## src/rtl/seg7_scan_driver.sv

```systemverilog
// seg7_scan_driver: time-multiplexed common-anode 7-segment driver.
// Latches a packed hex word plus decimal points and scans the digits one at
// a time. Supports leading-zero blanking, per-digit blinking and a strobe
// at the start of each scan frame.
module seg7_scan_driver #(
  parameter int DIGITS       = 4,
  parameter int REFRESH_DIV  = 100000,
  parameter int BLINK_FRAMES = 64
) (
  input  logic                  CLK,
  input  logic                  RST,
  input  logic [4*DIGITS-1:0]   DATA,
  input  logic [DIGITS-1:0]     DP_IN,
  input  logic                  LOAD,
  input  logic                  EN,
  input  logic                  BLANK_LZ,
  input  logic [DIGITS-1:0]     BLINK_MASK,
  output logic [DIGITS-1:0]     AN,
  output logic [7:0]            SEG,
  output logic                  FRAME
);

  localparam int PRE_W = $clog2(REFRESH_DIV);
  localparam int IDX_W = (DIGITS > 1) ? $clog2(DIGITS) : 1;
  localparam int FRM_W = (BLINK_FRAMES > 1) ? $clog2(BLINK_FRAMES) : 1;

  localparam logic [PRE_W-1:0] PRE_MAX = PRE_W'(REFRESH_DIV - 1);
  localparam logic [IDX_W-1:0] IDX_MAX = IDX_W'(DIGITS - 1);
  localparam logic [FRM_W-1:0] FRM_MAX = FRM_W'(BLINK_FRAMES - 1);

  logic [PRE_W-1:0]    prescaler_q, prescaler_d;
  logic [IDX_W-1:0]    idx_q, idx_d;
  logic [FRM_W-1:0]    frame_cnt_q, frame_cnt_d;
  logic                phase_q, phase_d;
  logic                frame_pend_q, frame_pend_d;
  logic [4*DIGITS-1:0] data_q, data_d;
  logic [DIGITS-1:0]   dp_q, dp_d;
  logic [DIGITS-1:0]   an_q, an_d;
  logic [7:0]          seg_q, seg_d;
  logic                frame_q, frame_d;

  logic                prescaler_wrap;
  logic                idx_wrap;
  logic                frame_cnt_wrap;
  logic [3:0]          cur_nibble;
  logic                cur_dp;
  logic                cur_blink;
  logic                cur_lz;
  logic [DIGITS-1:0]   lz_mask;
  logic                all_zero;

  // Hex nibble to active-low g..a segment pattern.
  function automatic logic [6:0] hex_to_seg(input logic [3:0] n);
    logic [6:0] s;
    case (n)
      4'h0: s = 7'h40;
      4'h1: s = 7'h79;
      4'h2: s = 7'h24;
      4'h3: s = 7'h30;
      4'h4: s = 7'h19;
      4'h5: s = 7'h12;
      4'h6: s = 7'h02;
      4'h7: s = 7'h78;
      4'h8: s = 7'h00;
      4'h9: s = 7'h10;
      4'hA: s = 7'h08;
      4'hB: s = 7'h03;
      4'hC: s = 7'h46;
      4'hD: s = 7'h21;
      4'hE: s = 7'h06;
      default: s = 7'h0E;
    endcase
    return s;
  endfunction

  // Next state of the prescaler, digit index, frame/blink counters and display latch.
  always_comb begin
    prescaler_wrap = (prescaler_q == PRE_MAX);
    idx_wrap       = prescaler_wrap && (idx_q == IDX_MAX);
    frame_cnt_wrap = idx_wrap && (frame_cnt_q == FRM_MAX);

    prescaler_d = prescaler_wrap ? '0 : prescaler_q + PRE_W'(1);

    idx_d = idx_q;
    if (prescaler_wrap) begin
      idx_d = (idx_q == IDX_MAX) ? '0 : idx_q + IDX_W'(1);
    end

    frame_cnt_d = frame_cnt_q;
    if (idx_wrap) begin
      frame_cnt_d = frame_cnt_wrap ? '0 : frame_cnt_q + FRM_W'(1);
    end

    phase_d      = phase_q ^ frame_cnt_wrap;
    frame_pend_d = idx_wrap;
    data_d       = LOAD ? DATA  : data_q;
    dp_d         = LOAD ? DP_IN : dp_q;
  end

  // Select the active digit's latched data and mark digits that are leading zeros.
  always_comb begin
    cur_nibble = '0;
    cur_dp     = 1'b0;
    cur_blink  = 1'b0;
    cur_lz     = 1'b0;
    lz_mask    = '0;
    all_zero   = 1'b1;
    for (int i = DIGITS - 1; i >= 0; i--) begin
      all_zero   = all_zero && (data_q[4*i +: 4] == 4'h0);
      lz_mask[i] = all_zero && (i != 0);
    end
    for (int i = 0; i < DIGITS; i++) begin
      if (idx_q == IDX_W'(i)) begin
        cur_nibble = data_q[4*i +: 4];
        cur_dp     = dp_q[i];
        cur_blink  = BLINK_MASK[i];
        cur_lz     = lz_mask[i];
      end
    end
  end

  // Output pattern for the next cycle: enable, then blink, then blanking, then decode.
  always_comb begin
    an_d    = '1;
    seg_d   = 8'hFF;
    frame_d = frame_pend_q;
    if (EN) begin
      for (int i = 0; i < DIGITS; i++) begin
        an_d[i] = (idx_q != IDX_W'(i));
      end
      if (phase_q && cur_blink) begin
        seg_d = 8'hFF;
      end else if (BLANK_LZ && cur_lz) begin
        seg_d = {~cur_dp, 7'h7F};
      end else begin
        seg_d = {~cur_dp, hex_to_seg(cur_nibble)};
      end
    end
  end

  // State and registered outputs, cleared by synchronous reset.
  always_ff @(posedge CLK) begin
    if (RST) begin
      prescaler_q  <= '0;
      idx_q        <= '0;
      frame_cnt_q  <= '0;
      phase_q      <= 1'b0;
      frame_pend_q <= 1'b0;
      data_q       <= '0;
      dp_q         <= '0;
      an_q         <= '1;
      seg_q        <= 8'hFF;
      frame_q      <= 1'b0;
    end else begin
      prescaler_q  <= prescaler_d;
      idx_q        <= idx_d;
      frame_cnt_q  <= frame_cnt_d;
      phase_q      <= phase_d;
      frame_pend_q <= frame_pend_d;
      data_q       <= data_d;
      dp_q         <= dp_d;
      an_q         <= an_d;
      seg_q        <= seg_d;
      frame_q      <= frame_d;
    end
  end

  assign AN    = an_q;
  assign SEG   = seg_q;
  assign FRAME = frame_q;

endmodule

```

## config.mk

```make
export PLATFORM = sky130hd
export DESIGN_NAME = seg7_scan_driver
export DESIGN_NICKNAME = d
export VERILOG_FILES = /design/src/rtl/seg7_scan_driver.sv
export SDC_FILE = /design/constraint.sdc
export NUM_CORES = 1
export LEC_CHECK = 0
export BUFFER_PORTS_ARGS = -buffer_cell sky130_fd_sc_hd__buf_2
export CORE_ASPECT_RATIO = 0.5
export CORE_MARGIN = 2
export CORE_UTILIZATION = 30
export CTS_BUF_LIST = sky130_fd_sc_hd__clkbuf_4
export CTS_CLUSTER_SIZE = 10
export DETAILED_ROUTE_END_ITERATION = 8
export GPL_TIMING_DRIVEN = 1
export PLACE_DENSITY = 0.59
export SLEW_MARGIN = 40
export SYNTH_ARGS = -nofsm -noshare
export SYNTH_HDL_FRONTEND = slang
export SYNTH_SLANG_ARGS = --single-unit
```

## constraint.sdc

```tcl
create_clock -name CLK -period 2.45 [get_ports CLK]
set_input_delay 0.245 -clock CLK [delete_from_list [all_inputs] [get_ports CLK]]
set_output_delay 0.245 -clock CLK [all_outputs]
set_load 0.05 [all_outputs]
```

Word level (Yosys, flattened, before mapping)
Memory sizes are Yosys's and may differ from the RTL's. A register that Yosys moved wholly into a read port is not among the register bits.
Cells that the tools add are included.
{"block": "word_totals", "reg_bits": 53, "inputBits": 29, "n_memories": 1, "word_cells": 57, "out_inout_bits": 13, "mem_bits_ro": 112}
{"block": "op_classes", "n_eq_ne": 8, "n_reduce_logical": 15, "bitwise": 3, "addsub": 3, "muxes": 17}
{"name": "(name not given)", "words": 16, "word_bits": 7, "read_ports": 1, "rd_clocked_by_memory_dff": 1, "wr": 0, "line": "55", "source": "case (n)"}
{"op": "17-bit by 1-bit adder with 17-bit output, second input constant", "count": 1}
{"op": "17-bit == test, second input constant", "count": 1}
{"op": "4-bit two-way mux", "count": 4}
{"op": "4-bit logical NOT", "count": 3}
{"op": "1-bit two-way mux", "count": 11}
{"op": "6-bit by 1-bit adder with 6-bit output, second input constant", "count": 1}
{"op": "6-bit == test, second input constant", "count": 1}
{"op": "1-bit logical AND", "count": 6}
{"op": "6-bit two-way mux", "count": 1}
{"op": "2-bit == test, second input constant", "count": 2}
{"op": "2-bit != test, second input constant", "count": 2}
{"op": "2-bit OR reduction", "count": 2}
{"op": "4-bit OR reduction", "count": 1}
{"op": "3-bit OR reduction", "count": 1}
{"op": "2-bit by 1-bit adder with 2-bit output, second input constant", "count": 1}
{"op": "2-bit by 1-bit == test with 1-bit output, second input constant", "count": 1}
{"op": "2-bit logical NOT", "count": 1}
{"op": "2-bit two-way mux", "count": 1}
{"op": "2-bit by 1-bit != test with 1-bit output, second input constant", "count": 1}
{"op": "1-bit inverter", "count": 2}
{"op": "2-bit nonzero test", "count": 1}
{"op": "1-bit XOR", "count": 1}

Logic depth before layout (Yosys ltp)
{"block": "depth", "depth_word": 8, "depth_mapped": 11, "ltp_nobuf": 10}

Worst setup path after synthesis
No wires, ideal clock.
{"block": "synth_path", "path_kind": "register to register", "startpoint": "register idx_q[0]", "endpoint": "register seg_q[5] (netlist: SEG[5])", "path_buffers": 0, "required_ns": 2.303, "setup_ns": 0.147, "arrival_ns": 2.157, "setup_slack_ns": 0.147, "synth_period_minus_slack_ns": 2.303, "stages_incl_launch_ff": 9, "cell_sequence": "dfxtp_1 > inv_1 > ha_1 > inv_1 > o311ai_0 > inv_1 > ha_1 > mux2i_1 > o221ai_1"}
{"block": "synth_between", "elab_chain_len": 7, "word_cells_on_any_way": 18, "cone_classes": "eq/ne (3); mux (11); reduce/logical (4)"}
{"item": "start, declared", "line": "32", "source": "logic [IDX_W-1:0] idx_q, idx_d;"}
{"item": "start signal, assigned", "line": "156", "source": "idx_q <= idx_d;"}
{"item": "2-bit logical NOT", "line": "113", "source": "if (idx_q == IDX_W'(i)) begin"}
{"item": "1-bit two-way mux (4 in series)", "line": "113"}
{"item": "1-bit logical AND", "line": "131", "source": "if (phase_q && cur_blink) begin"}
{"item": "4-bit OR reduction (no line)"}
{"item": "end signal, assigned", "line": "163", "source": "seg_q <= seg_d;"}
{"item": "end, declared", "line": "39", "source": "logic [7:0] seg_q, seg_d;"}
Parallel ways exist; a longest one is shown, timed or not.
A chain may end at the register's enable or synchronous reset.

Final worst setup path
{"block": "layout_path", "startpoint": "register idx_q[0]", "endpoint": "register seg_q[3] (netlist: SEG[3])"}
Same word-level chain as after synthesis.

==> qor.txt <==
FINAL LAYOUT
----------------------------------------------------------------------------------
Net count, final                                                               394
Diode count                                                                      0
Area of combinational cells with multiple inputs                      0.001498 mm2
Fill cells                                                                     911
Layout Utilization                                                          36.57%
Fraction of layout cells with a size suffix above 1                         19.33%
Reg area                                                              0.001201 mm2
Area delta synth->final                                                     15.99%

POWER AND IR DROP
----------------------------------------------------------------------------------
Psw                                                                      0.4713 mW
Worst vdd rail ir drop                                                   0.1794 mV
Post-route total power                                                    1.756 mW
Internal                                                                  1.284 mW
Static Leak                                                               1.306 nW
Clock network fraction of design power                                       30.6%
Combinational share of power                                                 10.8%
Total power divided by cell area                                      542.0 mW/mm2
Switching part of the total power                                           26.84%
Share of total power in sequential cells                                     58.6%

WORST HOLD PATH
----------------------------------------------------------------------------------
Cells on Worst Hold Path                                                         3
Worst Hold Endpoint                                                   data_q[13]$_SDFFE_PP0P_
Class of the tightest hold or removal check                           input pin to flip-flop
Hold_sp                                                                   DATA[13]

LOGIC SYNTHESIS
----------------------------------------------------------------------------------
Synthesized netlist net count                                                  347
Synth Register Bits                                                             60
Distinct cells, synth                                                           45
Share of cell area taken by muxes after synthesis                           9.409%
Most frequent cells after synthesis                                   60 x sky130_fd_sc_hd__dfxtp_1, 47 x sky130_fd_sc_hd__nor2_1, 26 x sky130_fd_sc_hd__nand2_1, 24 x sky130_fd_sc_hd__mux2i_1, 13 x sky130_fd_sc_hd__a21oi_1
Synth top area cells                                                  sky130_fd_sc_hd__dfxtp_1 43%, sky130_fd_sc_hd__mux2i_1 8.6%, sky130_fd_sc_hd__nor2_1 6.3%
Compound-Gate Fraction of Synth Area                                        9.498%
Fraction of the yosys area taken by sequential cells                        43.01%
Share of async-settable or async-resettable flops after synthesis               0%
Netlist area before placement                                         0.002793 mm2
Number of instances in the synthesized netlist                                 306
Post-Synth Adder-Cell Area                                                  5.376%
YS warnings                                                                      0
Post-synth EDFFs                                                                 0
Area share of the largest cell type after synthesis                         43.01%
Count leader, synth                                                   sky130_fd_sc_hd__dfxtp_1
Post-synth top area cell                                              sky130_fd_sc_hd__dfxtp_1
Post-synth top flop                                                   sky130_fd_sc_hd__dfxtp_1
Main combinational cell family by area after synthesis                simple AND/OR/NAND/NOR gates
Mean Syn Cell Area                                                       9.126 um2
Xor and xnor area share after synthesis                                     5.332%
Simple logic cell fraction of the synthesized area                          23.92%

CRITICAL PATH
----------------------------------------------------------------------------------
Crit end category                                                        flip-flop
Critical path, cell by cell                                           inv_1, ha_2, nor2_2, buf_4, o211ai_1, o311a_1, inv_1, ha_1, a21oi_1, o21ai_0, o211ai_1
Endpoint of the lowest-slack register-to-register path                SEG[3]$_SDFF_PP1_
RR Startpoint                                                         idx_q[0]$_SDFFE_PP0N_
Category of the critical setup timing path                            flip-flop to flip-flop
Largest fanout on the critical path                                              7
Cell with the largest stage delay on the worst path                   sky130_fd_sc_hd__dfxtp_1
Max incr delay on CP                                                       0.35 ns
Setup crit start kind                                                    flip-flop
Worst reg-to-reg setup slack                                               0.26 ns
Critical Path Source                                                  idx_q[0]$_SDFFE_PP0N_
Arrival time at the worst endpoint                                         2.46 ns
Required time of the critical path                                         2.73 ns
Register-to-Register Path Depth                                                 11

ROUTING
----------------------------------------------------------------------------------
Total Routed Length                                                        5791 um
WL/cell                                                                   12.22 um
Detailed-route DRC error count                                                   0
Pre-antenna DRT Iters                                                            4
Drt first-iter violations                                                      138
Via density per instance                                                     4.757
Remaining number of nets flagged by the antenna check after routing              0
Detailed-route via count                                                      2255

GRT
----------------------------------------------------------------------------------
Largest net degree at the start of global routing                               34
Wire length of the first global-routing pass                               9791 um
Total GRT Usage                                                             12.30%
Via count of the first global-routing pass                                    2149
Initial antenna violation count                                                  0
Overflow left after global routing                                               0

FLOORPLAN
----------------------------------------------------------------------------------
Placement Rows                                                                  24
Die Height                                                                72.23 um
Initial Util                                                                31.53%
Die area                                                               0.01014 mm2
Die X-Extent                                                              140.4 um
IO Count                                                                        42
Placeable core area                                                   0.008859 mm2

RUN
----------------------------------------------------------------------------------
Max Cap Violations                                                               0

STA
----------------------------------------------------------------------------------
Max Slew Vio Count                                                               0
Period Utilization, post-route                                              89.31%
Total Negative Setup Slacks                                                   0 ns
Total setup violations reported at the end of the flow                           0
Final number of hold-violating endpoints                                         0
RSZ-0062 raised after global routing                                            no
Tmin final                                                                2.188 ns
Maximum clock frequency                                                  457.0 MHz
Worst clock skew                                                       0.006439 ns
Actual transition at the worst max-transition pin                        0.6038 ns
Relative slew margins                                                       59.75%
Final worst hold slack                                                  0.06676 ns

PLACE
----------------------------------------------------------------------------------
Number of port buffers                                                          41
GPL Wtd Cong                                                                0.8128
HPWL after DPL                                                             4165 um

CTS
----------------------------------------------------------------------------------
Setup fix buffers added after clock tree synthesis                               0
Clock-pin slew on the worst setup and hold paths                           0.09 ns
Clock tree from TritonCTS                                                     done
Maximum level of the CTS H-tree                                                  3
Clk sinks                                                                       60
CTS root buf                                                          sky130_fd_sc_hd__clkbuf_4
Clock Latency Late Sink                                                    0.41 ns
Max Buffers Root-to-Sink                                                         2
Number of buffers created by CTS                                                 9
CTS Hold Bufs                                                                    0

STATUS
----------------------------------------------------------------------------------
Status                                                                finished clean

## layout make-up
type | instances | area share, %
Multi-Input combinational cell | 225 | 46.23
Inverter | 7 | 0.8111
Clock buffer | 10 | 2.317
Clock inverter | 5 | 0.6180
Timing Repair Buffer | 50 | 8.420
Sequential cell | 60 | 37.08
Tap cell | 117 | 4.519
## worst max-delay path by stage
stage	endpoint	slack, ns	depth (start not counted)
2_1_floorplan	SEG[5]$_SDFF_PP1_	0.15	8
3_3_place_gp	SEG[3]$_SDFF_PP1_	0.32	11
3_5_place_dp	SEG[3]$_SDFF_PP1_	0.22	11
4_1_cts	SEG[3]$_SDFF_PP1_	0.19	11
5_1_grt	SEG[3]$_SDFF_PP1_	0.03	10
6_report	SEG[3]$_SDFF_PP1_	0.26	11
## worst max-delay path, delay by kind of cell, from the launching register on
family,cells,cell delay [ns]
flops,1,0.35
simple gates,1,0.07
compound gates,5,0.64
buf+inv,3,0.40
fa+ha+maj,2,0.59
## cell families (layout without fill, tap and decap cells)
family,after synthesis,in the layout
muxes,26,26
and+or+nand+nor,132,132
DFF,60,60
buffers and inverters,21,72
AOI/OAI and AO/OA,38,38
xor gates and xnor gates,17,17
adders and majority gates,12,12
## power by group through the flow
| stage | clock network (mW) | registers, mW | logic, mW |
|---|---|---|---|
| final | 0.537 | 1.03 | 0.190 |
| after global routing | 0.615 | 1.03 | 0.209 |
| after CTS | 0.568 | 1.03 | 0.192 |
| after detailed placement | 0 | 1.05 | 0.191 |
| after global placement | 0 | 1.05 | 0.190 |
| after floorplan | 0 | 1.08 | 0.104 |
## metrics by stage
stage	cells	setup slack [ns]	cell area [um2]
2_1_floorplan	306	0.1465	2793
3_3_place_gp	459	0.3171	3142
4_1_cts	474	0.1917	3237
3_5_place_dp	459	0.2196	3142
6_report	474	0.2619	3239
5_1_grt	474	0.03188	3239
## flip-flops by register name, indices dropped and copies added (netlist names)
register,count
AN,4
FRAME,1
SEG,8
data_q,16
dp_q,4
frame_cnt_q,6
frame_d,1
idx_q,2
phase_q,1
prescaler_q,17
## per-layer routing
| layer | share of wire (%) | track usage, % | up-vias | routed length [um] |
|---|---|---|---|---|
| met5 | 0 | 0 | - | 0 |
| met4 | 1.8 | 5.051 | 0 | 104 |
| met3 | 4.4 | 4.950 | 9 | 256 |
| met2 | 44 | 19.44 | 33 | 2544 |
| met1 | 50 | 15.18 | 1052 | 2885 |
| li1 | - | - | 1161 | - |
## repair_timing
item / 4_1_cts / 5_1_grt
hold endpoints to repair: 0 / 0
resized for setup: 0 / 1
endpoints found under the setup margin: 0 / 1
## placed cells by master, fill, tap and decap left out, types with 4 or more instances in the layout
master / n
sky130_fd_sc_hd__a21oi_1: 13
sky130_fd_sc_hd__and3_1: 6
sky130_fd_sc_hd__buf_2: 41
sky130_fd_sc_hd__buf_4: 9
sky130_fd_sc_hd__clkbuf_4: 10
sky130_fd_sc_hd__clkinv_1: 4
sky130_fd_sc_hd__dfxtp_1: 60
sky130_fd_sc_hd__ha_1: 11
sky130_fd_sc_hd__inv_1: 7
sky130_fd_sc_hd__mux2i_1: 24
sky130_fd_sc_hd__nand2_1: 26
sky130_fd_sc_hd__nand3_1: 11
sky130_fd_sc_hd__nand3b_1: 5
sky130_fd_sc_hd__nand4_1: 5
sky130_fd_sc_hd__nor2_1: 47
sky130_fd_sc_hd__nor2b_1: 5
sky130_fd_sc_hd__nor4_1: 4
sky130_fd_sc_hd__o211ai_1: 6
sky130_fd_sc_hd__xnor2_1: 5
sky130_fd_sc_hd__xor2_1: 12
Note: power is estimated with default switching activity, not from simulation.
